**src/rtl/line_drawer.sv**
```systemverilog
// Bresenham line engine: latches two endpoints and a colour on a start pulse,
// then emits one pixel write per clock and a one-cycle done pulse.
module line_drawer (
   input  logic       clk,
   input  logic       reset,
   input  logic       i_start,
   input  logic [8:0] i_x0,
   input  logic [7:0] i_y0,
   input  logic [8:0] i_x1,
   input  logic [7:0] i_y1,
   input  logic [2:0] i_col,
   output logic [8:0] o_x,
   output logic [7:0] o_y,
   output logic [2:0] o_col,
   output logic       o_plot,
   output logic       o_busy,
   output logic       o_done
);

   typedef enum logic [1:0] {IDLE = 2'd0, INIT = 2'd1, DRAW = 2'd2, DONE = 2'd3} state_t;

   state_t     state, state_nx;
   logic [8:0] lx0, lx1, lx0_nx, lx1_nx;
   logic [7:0] ly0, ly1, ly0_nx, ly1_nx;
   logic [2:0] lcol, lcol_nx;
   logic [8:0] x, y, x_end, dx, dy;
   logic [8:0] x_nx, y_nx, x_end_nx, dx_nx, dy_nx;
   logic [10:0] err, err_nx;
   logic       steep, steep_nx, yneg, yneg_nx;
   logic [8:0] ox_nx;
   logic [7:0] oy_nx;
   logic [2:0] ocol_nx;
   logic       plot_nx, busy_nx, done_nx;

   // Setup math: Y is widened to 9 bits so a steep swap can put it in the x role
   logic [8:0] ey0, ey1, adx, ady, sx0, sy0, sx1, sy1, fx0, fy0, fx1, fy1;
   logic       init_steep, init_swap;
   assign ey0        = {1'b0, ly0};
   assign ey1        = {1'b0, ly1};
   assign adx        = (lx1 >= lx0) ? (lx1 - lx0) : (lx0 - lx1);
   assign ady        = (ey1 >= ey0) ? (ey1 - ey0) : (ey0 - ey1);
   assign init_steep = (ady > adx);
   assign sx0        = init_steep ? ey0 : lx0;
   assign sy0        = init_steep ? lx0 : ey0;
   assign sx1        = init_steep ? ey1 : lx1;
   assign sy1        = init_steep ? lx1 : ey1;
   assign init_swap  = (sx0 > sx1);
   assign fx0        = init_swap ? sx1 : sx0;
   assign fy0        = init_swap ? sy1 : sy0;
   assign fx1        = init_swap ? sx0 : sx1;
   assign fy1        = init_swap ? sy0 : sy1;

   // Per-pixel error step
   logic [10:0] err_p;
   logic        step_y, last;
   logic [8:0]  y_step, x_inc;
   assign err_p  = err + {2'b00, dy};
   assign step_y = ($signed(err_p) > 11'sd0);
   assign y_step = yneg ? (y - 9'd1) : (y + 9'd1);
   assign x_inc  = x + 9'd1;
   assign last   = (x == x_end);

   // State register and all datapath/output registers
   always_ff @(posedge clk or posedge reset) begin
      if (reset) begin
         state <= IDLE;
         lx0   <= 9'd0;  ly0 <= 8'd0;  lx1 <= 9'd0;  ly1 <= 8'd0;  lcol <= 3'd0;
         x     <= 9'd0;  y   <= 9'd0;  x_end <= 9'd0;
         dx    <= 9'd0;  dy  <= 9'd0;  err <= 11'd0;
         steep <= 1'b0;  yneg <= 1'b0;
         o_x   <= 9'd0;  o_y <= 8'd0;  o_col <= 3'd0;
         o_plot <= 1'b0; o_busy <= 1'b0; o_done <= 1'b0;
      end else begin
         state <= state_nx;
         lx0   <= lx0_nx;  ly0 <= ly0_nx;  lx1 <= lx1_nx;  ly1 <= ly1_nx;  lcol <= lcol_nx;
         x     <= x_nx;    y   <= y_nx;    x_end <= x_end_nx;
         dx    <= dx_nx;   dy  <= dy_nx;   err <= err_nx;
         steep <= steep_nx; yneg <= yneg_nx;
         o_x   <= ox_nx;   o_y <= oy_nx;   o_col <= ocol_nx;
         o_plot <= plot_nx; o_busy <= busy_nx; o_done <= done_nx;
      end
   end

   // Next-state and next-register logic; outputs are registered one step ahead
   always_comb begin
      state_nx = state;
      lx0_nx = lx0;  ly0_nx = ly0;  lx1_nx = lx1;  ly1_nx = ly1;  lcol_nx = lcol;
      x_nx = x;  y_nx = y;  x_end_nx = x_end;
      dx_nx = dx;  dy_nx = dy;  err_nx = err;
      steep_nx = steep;  yneg_nx = yneg;
      ox_nx = o_x;  oy_nx = o_y;  ocol_nx = o_col;
      plot_nx = 1'b0;  busy_nx = 1'b0;  done_nx = 1'b0;
      case (state)
         IDLE: begin
            if (i_start) begin
               lx0_nx = i_x0;  ly0_nx = i_y0;  lx1_nx = i_x1;  ly1_nx = i_y1;
               lcol_nx = i_col;
               busy_nx = 1'b1;
               state_nx = INIT;
            end else begin
               state_nx = IDLE;
            end
         end
         INIT: begin
            x_nx     = fx0;
            y_nx     = fy0;
            x_end_nx = fx1;
            dx_nx    = fx1 - fx0;
            dy_nx    = (fy1 >= fy0) ? (fy1 - fy0) : (fy0 - fy1);
            yneg_nx  = !(fy0 < fy1);
            err_nx   = 11'd0 - {3'b000, dx_nx[8:1]};
            steep_nx = init_steep;
            ox_nx    = init_steep ? fy0 : fx0;
            oy_nx    = init_steep ? fx0[7:0] : fy0[7:0];
            ocol_nx  = lcol;
            plot_nx  = 1'b1;
            busy_nx  = 1'b1;
            state_nx = DRAW;
         end
         DRAW: begin
            err_nx = step_y ? (err_p - {2'b00, dx}) : err_p;
            y_nx   = step_y ? y_step : y;
            if (last) begin
               done_nx  = 1'b1;
               state_nx = DONE;
            end else begin
               x_nx    = x_inc;
               ox_nx   = steep ? y_nx : x_inc;
               oy_nx   = steep ? x_inc[7:0] : y_nx[7:0];
               plot_nx = 1'b1;
               busy_nx = 1'b1;
               state_nx = DRAW;
            end
         end
         DONE: begin
            state_nx = IDLE;
         end
         default: begin
            state_nx = IDLE;
         end
      endcase
   end

endmodule

```
**config.mk**
```make
export PLATFORM = sky130hd
export DESIGN_NAME = line_drawer
export DESIGN_NICKNAME = d
export VERILOG_FILES = /design/src/rtl/line_drawer.sv
export SDC_FILE = /design/constraint.sdc
export NUM_CORES = 1
export LEC_CHECK = 0
export BUFFER_PORTS_ARGS = -buffer_cell sky130_fd_sc_hd__buf_2
export CORE_MARGIN = 2
export CORE_UTILIZATION = 28
export CTS_BUF_LIST = sky130_fd_sc_hd__clkbuf_2 sky130_fd_sc_hd__clkbuf_4 sky130_fd_sc_hd__clkbuf_8
export CTS_CLUSTER_DIAMETER = 40
export CTS_CLUSTER_SIZE = 12
export DETAILED_ROUTE_END_ITERATION = 6
export PLACE_DENSITY_LB_ADDON = 0.1
export SLEW_MARGIN = 0
export SYNTH_ARGS = -nofsm -noshare
export SYNTH_HDL_FRONTEND = slang
export SYNTH_SLANG_ARGS = --single-unit
export TNS_END_PERCENT = 100
```
**constraint.sdc**
```tcl
create_clock -name clk -period 36.2 [get_ports clk]
set_input_delay 9.05 -clock clk [delete_from_list [all_inputs] [get_ports clk]]
set_output_delay 9.05 -clock clk [all_outputs]
set_load 0.02 [all_outputs]
```
# After elaboration in Yosys (flattened, before gate mapping)
# Cells that the tools add are included.
# W data, S select, Z words.
# word_totals
register_bits	120
inputBits	40
out_inout_bits	23
elab_cells	85
# classes
add_sub_neg	13
order_cmp	7
n_eq_ne	5
muxes	35
reduce_logical	5
# ops
operator	n
$mux W9	17
$pmux W9 S2	3
$sub A9 B9 Y9	5
$mux W8	3
$pmux W11 S2	1
$add A9 B1 Y9 const B	2
$ge A9 B9 Y1	2
$gt A9 B9 Y1	2
$sub A8 B8 Y9	2
$pmux W8 S2	1
$add A11 B9 Y11	1
$gt A11 B1 Y1 const B	1
$mux W11	1
$sub A11 B9 Y11	1
$eq A9 B9 Y1	1
$lt A9 B9 Y1	1
$sub A1 B8 Y9 const A	1
$sub A9 B1 Y9 const B	1
$ge A8 B8 Y1	1
$pmux W2 S4	1
$mux W1	6
$eq A2 B2 Y1 const B	2
$reduce_and A2 Y1	2
$pmux W1 S3	1
6 further kinds	6

# Logic depth before layout (Yosys ltp)
# depth
word_depth	9
mapped_depth	58
ltp_nobuf	49

# Worst setup path after synthesis
# OpenSTA, ideal clock, no wires.
# synth_path
path_type	flip-flop to flip-flop
from	register lx0[1]
to	register dy[8]
setup_ps	125
arrival_time_ps	11598
slack_ps	24477
path_stages_with_launch	58
synth_period_minus_slack_ps	11723
path_cell_list	dfrtp_1 > inv_1 > ha_1 > nor2b_1 > o21ai_0 > a21oi_1 > o21a_1 > o21a_1 > o21a_1 > o21a_1 > o31ai_1 > and2_0 > clkbuf_1 > a21oi_1 > a21oi_1 > nor2_1 > o2111ai_1 > xnor2_1 > [... 22 more ...] > buf_1 > a21oi_1 > mux2i_1 > ha_1 > nor2b_1 > o21ai_0 > a21boi_0 > o21ai_0 > nand3b_1 > a221o_1 > a21o_1 > mux2i_1 > o21ai_0 > a21oi_1 > nor2_1 > a221oi_1 > xnor2_1 > mux2_2
# synth_between
elab_chain_len	8
elab_cells_between_ends	16
# synth_rtl
element	line_no	text
start, declared	23	logic [8:0] lx0, lx1, lx0_nx, lx1_nx;
start signal, assigned	75	lx0 <= lx0_nx; ly0 <= ly0_nx; lx1 <= lx1_nx; ly1 <= ly1_nx; lcol <= lcol_nx;
$sub A9 B9 Y9 / $ge A9 B9 Y1 (equally long branches)	40	assign adx = (lx1 >= lx0) ? (lx1 - lx0) : (lx0 - lx1);
$mux W9	40	
$gt A9 B9 Y1	42	assign init_steep = (ady > adx);
$mux W9, on equally long branches	43, 45	
$gt A9 B9 Y1	47	assign init_swap = (sx0 > sx1);
$mux W9, on equally long branches	49, 51	
$sub A9 B9 Y9 / $ge A9 B9 Y1 (equally long branches)	109	dy_nx = (fy1 >= fy0) ? (fy1 - fy0) : (fy0 - fy1);
$mux W9 (*)	109	
end signal, assigned	77	dx <= dx_nx; dy <= dy_nx; err <= err_nx;
end, declared	26	logic [8:0] x, y, x_end, dx, dy;
# Mark *: on every way between the ends. The rest lies on a longest branch, timed or not.
# A chain may end at the register's enable or synchronous reset.

# Worst setup path after layout
# Ends and elaborated chain as after synthesis.

==> results.txt <==
The flow ran to the end, and the final reports show no timing, DRC or antenna violations. Among all stages on the critical path, the largest delay is contributed by sky130_fd_sc_hd__buf_4. The peak per-stage delay on the critical path is roughly 0.75 ns.

The maximum number of pins on one net before global-route repair is 98. TritonCTS built the clock tree. The headroom to the max-slew limit came out at about a third. From synthesis to final layout, the design area changed by 11.9%.

The routed wirelength normalized by instance count came out at roughly 19 um. The aggregate global-route resource usage is between 10% and 20%. The number of max-cap violations came out at 0. The data arrival time of the critical path is around 14 ns. The min-delay analysis places its worst path in the category reg -> reg. The sort of element at the start of the critical path is a flop. The CTS H-tree depth is 4.

The total of hold buffers inserted after clock tree synthesis came out at 0. The pre-CTS worst setup slack is ~23 ns. The maximum operating frequency is 75.4 MHz. The shortest clock period the worst path allows after layout came out at 13.26 ns. Sorting the synthesized cells by area gives the leading types as sky130_fd_sc_hd__dfrtp_1 (28%), sky130_fd_sc_hd__ha_1 (12%), sky130_fd_sc_hd__mux2_2 (7.3%), sky130_fd_sc_hd__a21oi_1 (5.2%), sky130_fd_sc_hd__xnor2_1 (4.5%). The number of gates resized after cts is 0. The category of the worst setup path capture point is a flop. A synthesized cell averages around 8.5 sq um. The final route contains 8,981 vias. The overall die area is between 30,000 and 40,000 sq um.

The post-CTS clock slew at the launch and capture registers of the worst setup and hold paths came out at 0.10 ns. The flip-flop and latch count after synthesis is 120. The largest total area in the synthesized netlist belongs to sky130_fd_sc_hd__dfrtp_1.

The first-pass GRT wire length is ~54,000 um. between 60 and 70 I/O pins were placed. The total number of clock tree sinks came out at 120. The final setup skew came out at between 0.02 and 0.025 ns.

After detailed routing, the number of vias per cell comes to just under 5. The actual transition at the worst max-transition pin came out at ~1.0 ns. The instance count along the most critical hold path is 2. The length in cells of the worst reg-to-reg path is between 40 and 50. STA puts the critical path data required time at 36.59 ns. The post-CTS setup repair buffer count is 0.

The final worst-path cycle share came out at 36.6%. The number of warnings issued by yosys came out at 0. The number of non-filler instances in the completed layout came out at about 1.8k. For this configuration, the core starts out at a cell density of between 20 and 30%. The number of clock buffers inserted by TritonCTS is 17. The final net count is around 1.4k. The root buffer cell is sky130_fd_sc_hd__clkbuf_8. The final worst slack is roughly 23 ns.

The final setup violation count is 0. The number of violations reported at the end of detailed-routing iteration 0 is 479. The number of enable flip-flop cells after synthesis is 0. From bottom edge to top edge, the die measures around 200 um. Global routing finished with a remaining overflow of 0. Measured along the x axis, the die boundary spans between 150 and 200 um. The detailed placement HPWL came out at 26,700 um. Routability-driven placement finished with a final weighted congestion of between 0.8 and 0.9. The number of detailed-route iterations in the first pass is 5. The maximum root-to-sink buffer count is 2.

The initial antenna violation count came to 0. The maximum fanout encountered on the critical timing path is 97. The most instantiated flip-flop cell in the synthesis netlist is sky130_fd_sc_hd__dfrtp_1.

The setup TNS after final layout came out at 0 ns. Sequential elements use 28.1% of the synthesized area. Cells with a size suffix above 1 make up 14.9% of the layout. Counting tap cells, the placed design contains a total of 1,785 instances.

The post-synth net total came out at roughly 1.4k. The share of the synthesized area in the top cell type came out at about 28%. Summed over all layers, the routed wires come to 34,600 um. The final cell utilization of the core is a little under a third. The core region is around 38,000 sq um. The cell row count is ~70. The diode insertion count for antenna repair is 0. The number of nets still failing antenna checks after routing came out at 0.

The number of global-route vias before repair came out at between 9k and 10k. The count of different cell masters after synthesis is 74. The synthesized instance count is 1,255.

For the worst-skew pair, the clock arrives at the later sink with an insertion delay of 0.50 ns. Setup repair after global routing left no endpoint under its margin. The number of port buffers is 62. The netlist area before placement came out at roughly 11,000 sq um. The number of failing hold endpoints at the final stage is 0. The total DRC errors in the routed layout is 0. The number of max-slew violations in the final report is 0.

The worst setup path is of the reg -> reg kind. For this run, asynchronously set or reset flops after synthesis account for 100%.
## layer usage
| layer | vias up | wire length, um | global-route usage [%] |
|---|---|---|---|
| met5 | - | 0 | 0 |
| met4 | 0 | 1140 | 7.32 |
| met3 | 53 | 883 | 2.90 |
| met2 | 143 | 16000 | 29.6 |
| met1 | 4313 | 16500 | 23.9 |
| li1 | 4472 | - | - |
## cell type report
type                       instances  area (sq um)
sequential                       120          3000
inverter                         126           478
multi-input combinational        956          7010
timing repair buffer              72           385
clock buffer                      17           234
tap                              511           639
clock inverter                    15           204
fill                            4042         25600
## flip-flops by register name (all words and copies together) (netlist names), 2 cells and up
register / cells
o_y: 8
dx: 9
ly0: 8
err: 11
state: 2
o_x: 9
lcol: 3
ly1: 8
x: 9
x_end: 9
y: 9
lx0: 9
o_col: 3
dy: 9
lx1: 9
## logic make-up (layout without fill, tap and decap cells)
kind of cell	after synthesis	count (layout)	share of synthesized area, %
simple gates	307	307	13.2
buf+inv	179	230	6.48
xor+xnor	73	73	6.06
fa+ha+maj	109	109	13.4
compound gates	353	353	21.3
flops	120	120	28.1
mux	114	114	11.5
## critical path: cells and delay by family, from the launching register on
| kind | cells | cell delay (ns) |
|---|---|---|
| fa+ha+maj | 4 | 1.39 |
| xor+xnor | 2 | 0.26 |
| flops | 1 | 0.51 |
| buf+inv | 4 | 1.65 |
| mux | 4 | 1.32 |
| simple gates | 9 | 1.86 |
| compound gates | 26 | 6.13 |
## path summary, 6_finish.rpt
kind                       startpoint  slack (ns)  endpoint
setup / recovery               lx0[1]       22.94     dy[8]
hold / removal                 o_y[0]        0.49    o_y[0]
setup reg to reg               lx0[1]       22.94     dy[8]
hold reg to reg                o_y[0]        0.49    o_y[0]
max in group asynchronous       reset       26.19  state[1]
min in group asynchronous       reset        8.62     dx[0]
## synthesized netlist by cell type, types with 15 or more instances
cell type,count
sky130_fd_sc_hd__a21o_1,24
sky130_fd_sc_hd__a21oi_1,112
sky130_fd_sc_hd__clkbuf_1,37
sky130_fd_sc_hd__dfrtp_1,120
sky130_fd_sc_hd__ha_1,100
sky130_fd_sc_hd__inv_1,125
sky130_fd_sc_hd__mux2_2,69
sky130_fd_sc_hd__mux2i_1,45
sky130_fd_sc_hd__nand2_1,109
sky130_fd_sc_hd__nand3_1,23
sky130_fd_sc_hd__nor2_1,99
sky130_fd_sc_hd__o21ai_0,72
sky130_fd_sc_hd__o21ai_1,22
sky130_fd_sc_hd__o21bai_1,15
sky130_fd_sc_hd__xnor2_1,55
sky130_fd_sc_hd__xor2_1,17
## placed cells by master, fill, tap and decap left out, drive strengths merged, types with 10 or more instances in the layout
| master | synthesis | final |
|---|---|---|
| a21o | 24 | 24 |
| o211ai | 12 | 12 |
| dfrtp | 120 | 120 |
| nand2b | 12 | 12 |
| o21ai | 94 | 94 |
| buf | 16 | 72 |
| and2 | 10 | 10 |
| nor2 | 99 | 99 |
| inv | 125 | 134 |
| mux2i | 45 | 45 |
| mux2 | 69 | 69 |
| a221o | 10 | 10 |
| nor2b | 13 | 13 |
| o21bai | 15 | 15 |
| xor2 | 17 | 17 |
| ha | 100 | 100 |
| clkbuf | 37 | 17 |
| nand3 | 23 | 23 |
| nand2 | 109 | 109 |
| a21oi | 114 | 114 |
| xnor2 | 56 | 56 |
## stage by stage
step / area, sq um / hold WS (ns)
global placement: 11500 / 0.467
detailed placement: 11500 / 0.483
finish: 12000 / 0.495
floorplan: 10700 / 0.474
CTS: 12000 / 0.504
global route: 12000 / 0.521
Power is left out: the tool's default activity adds up to more than one toggle a clock period on the data nets, which glitch-free logic cannot reach.
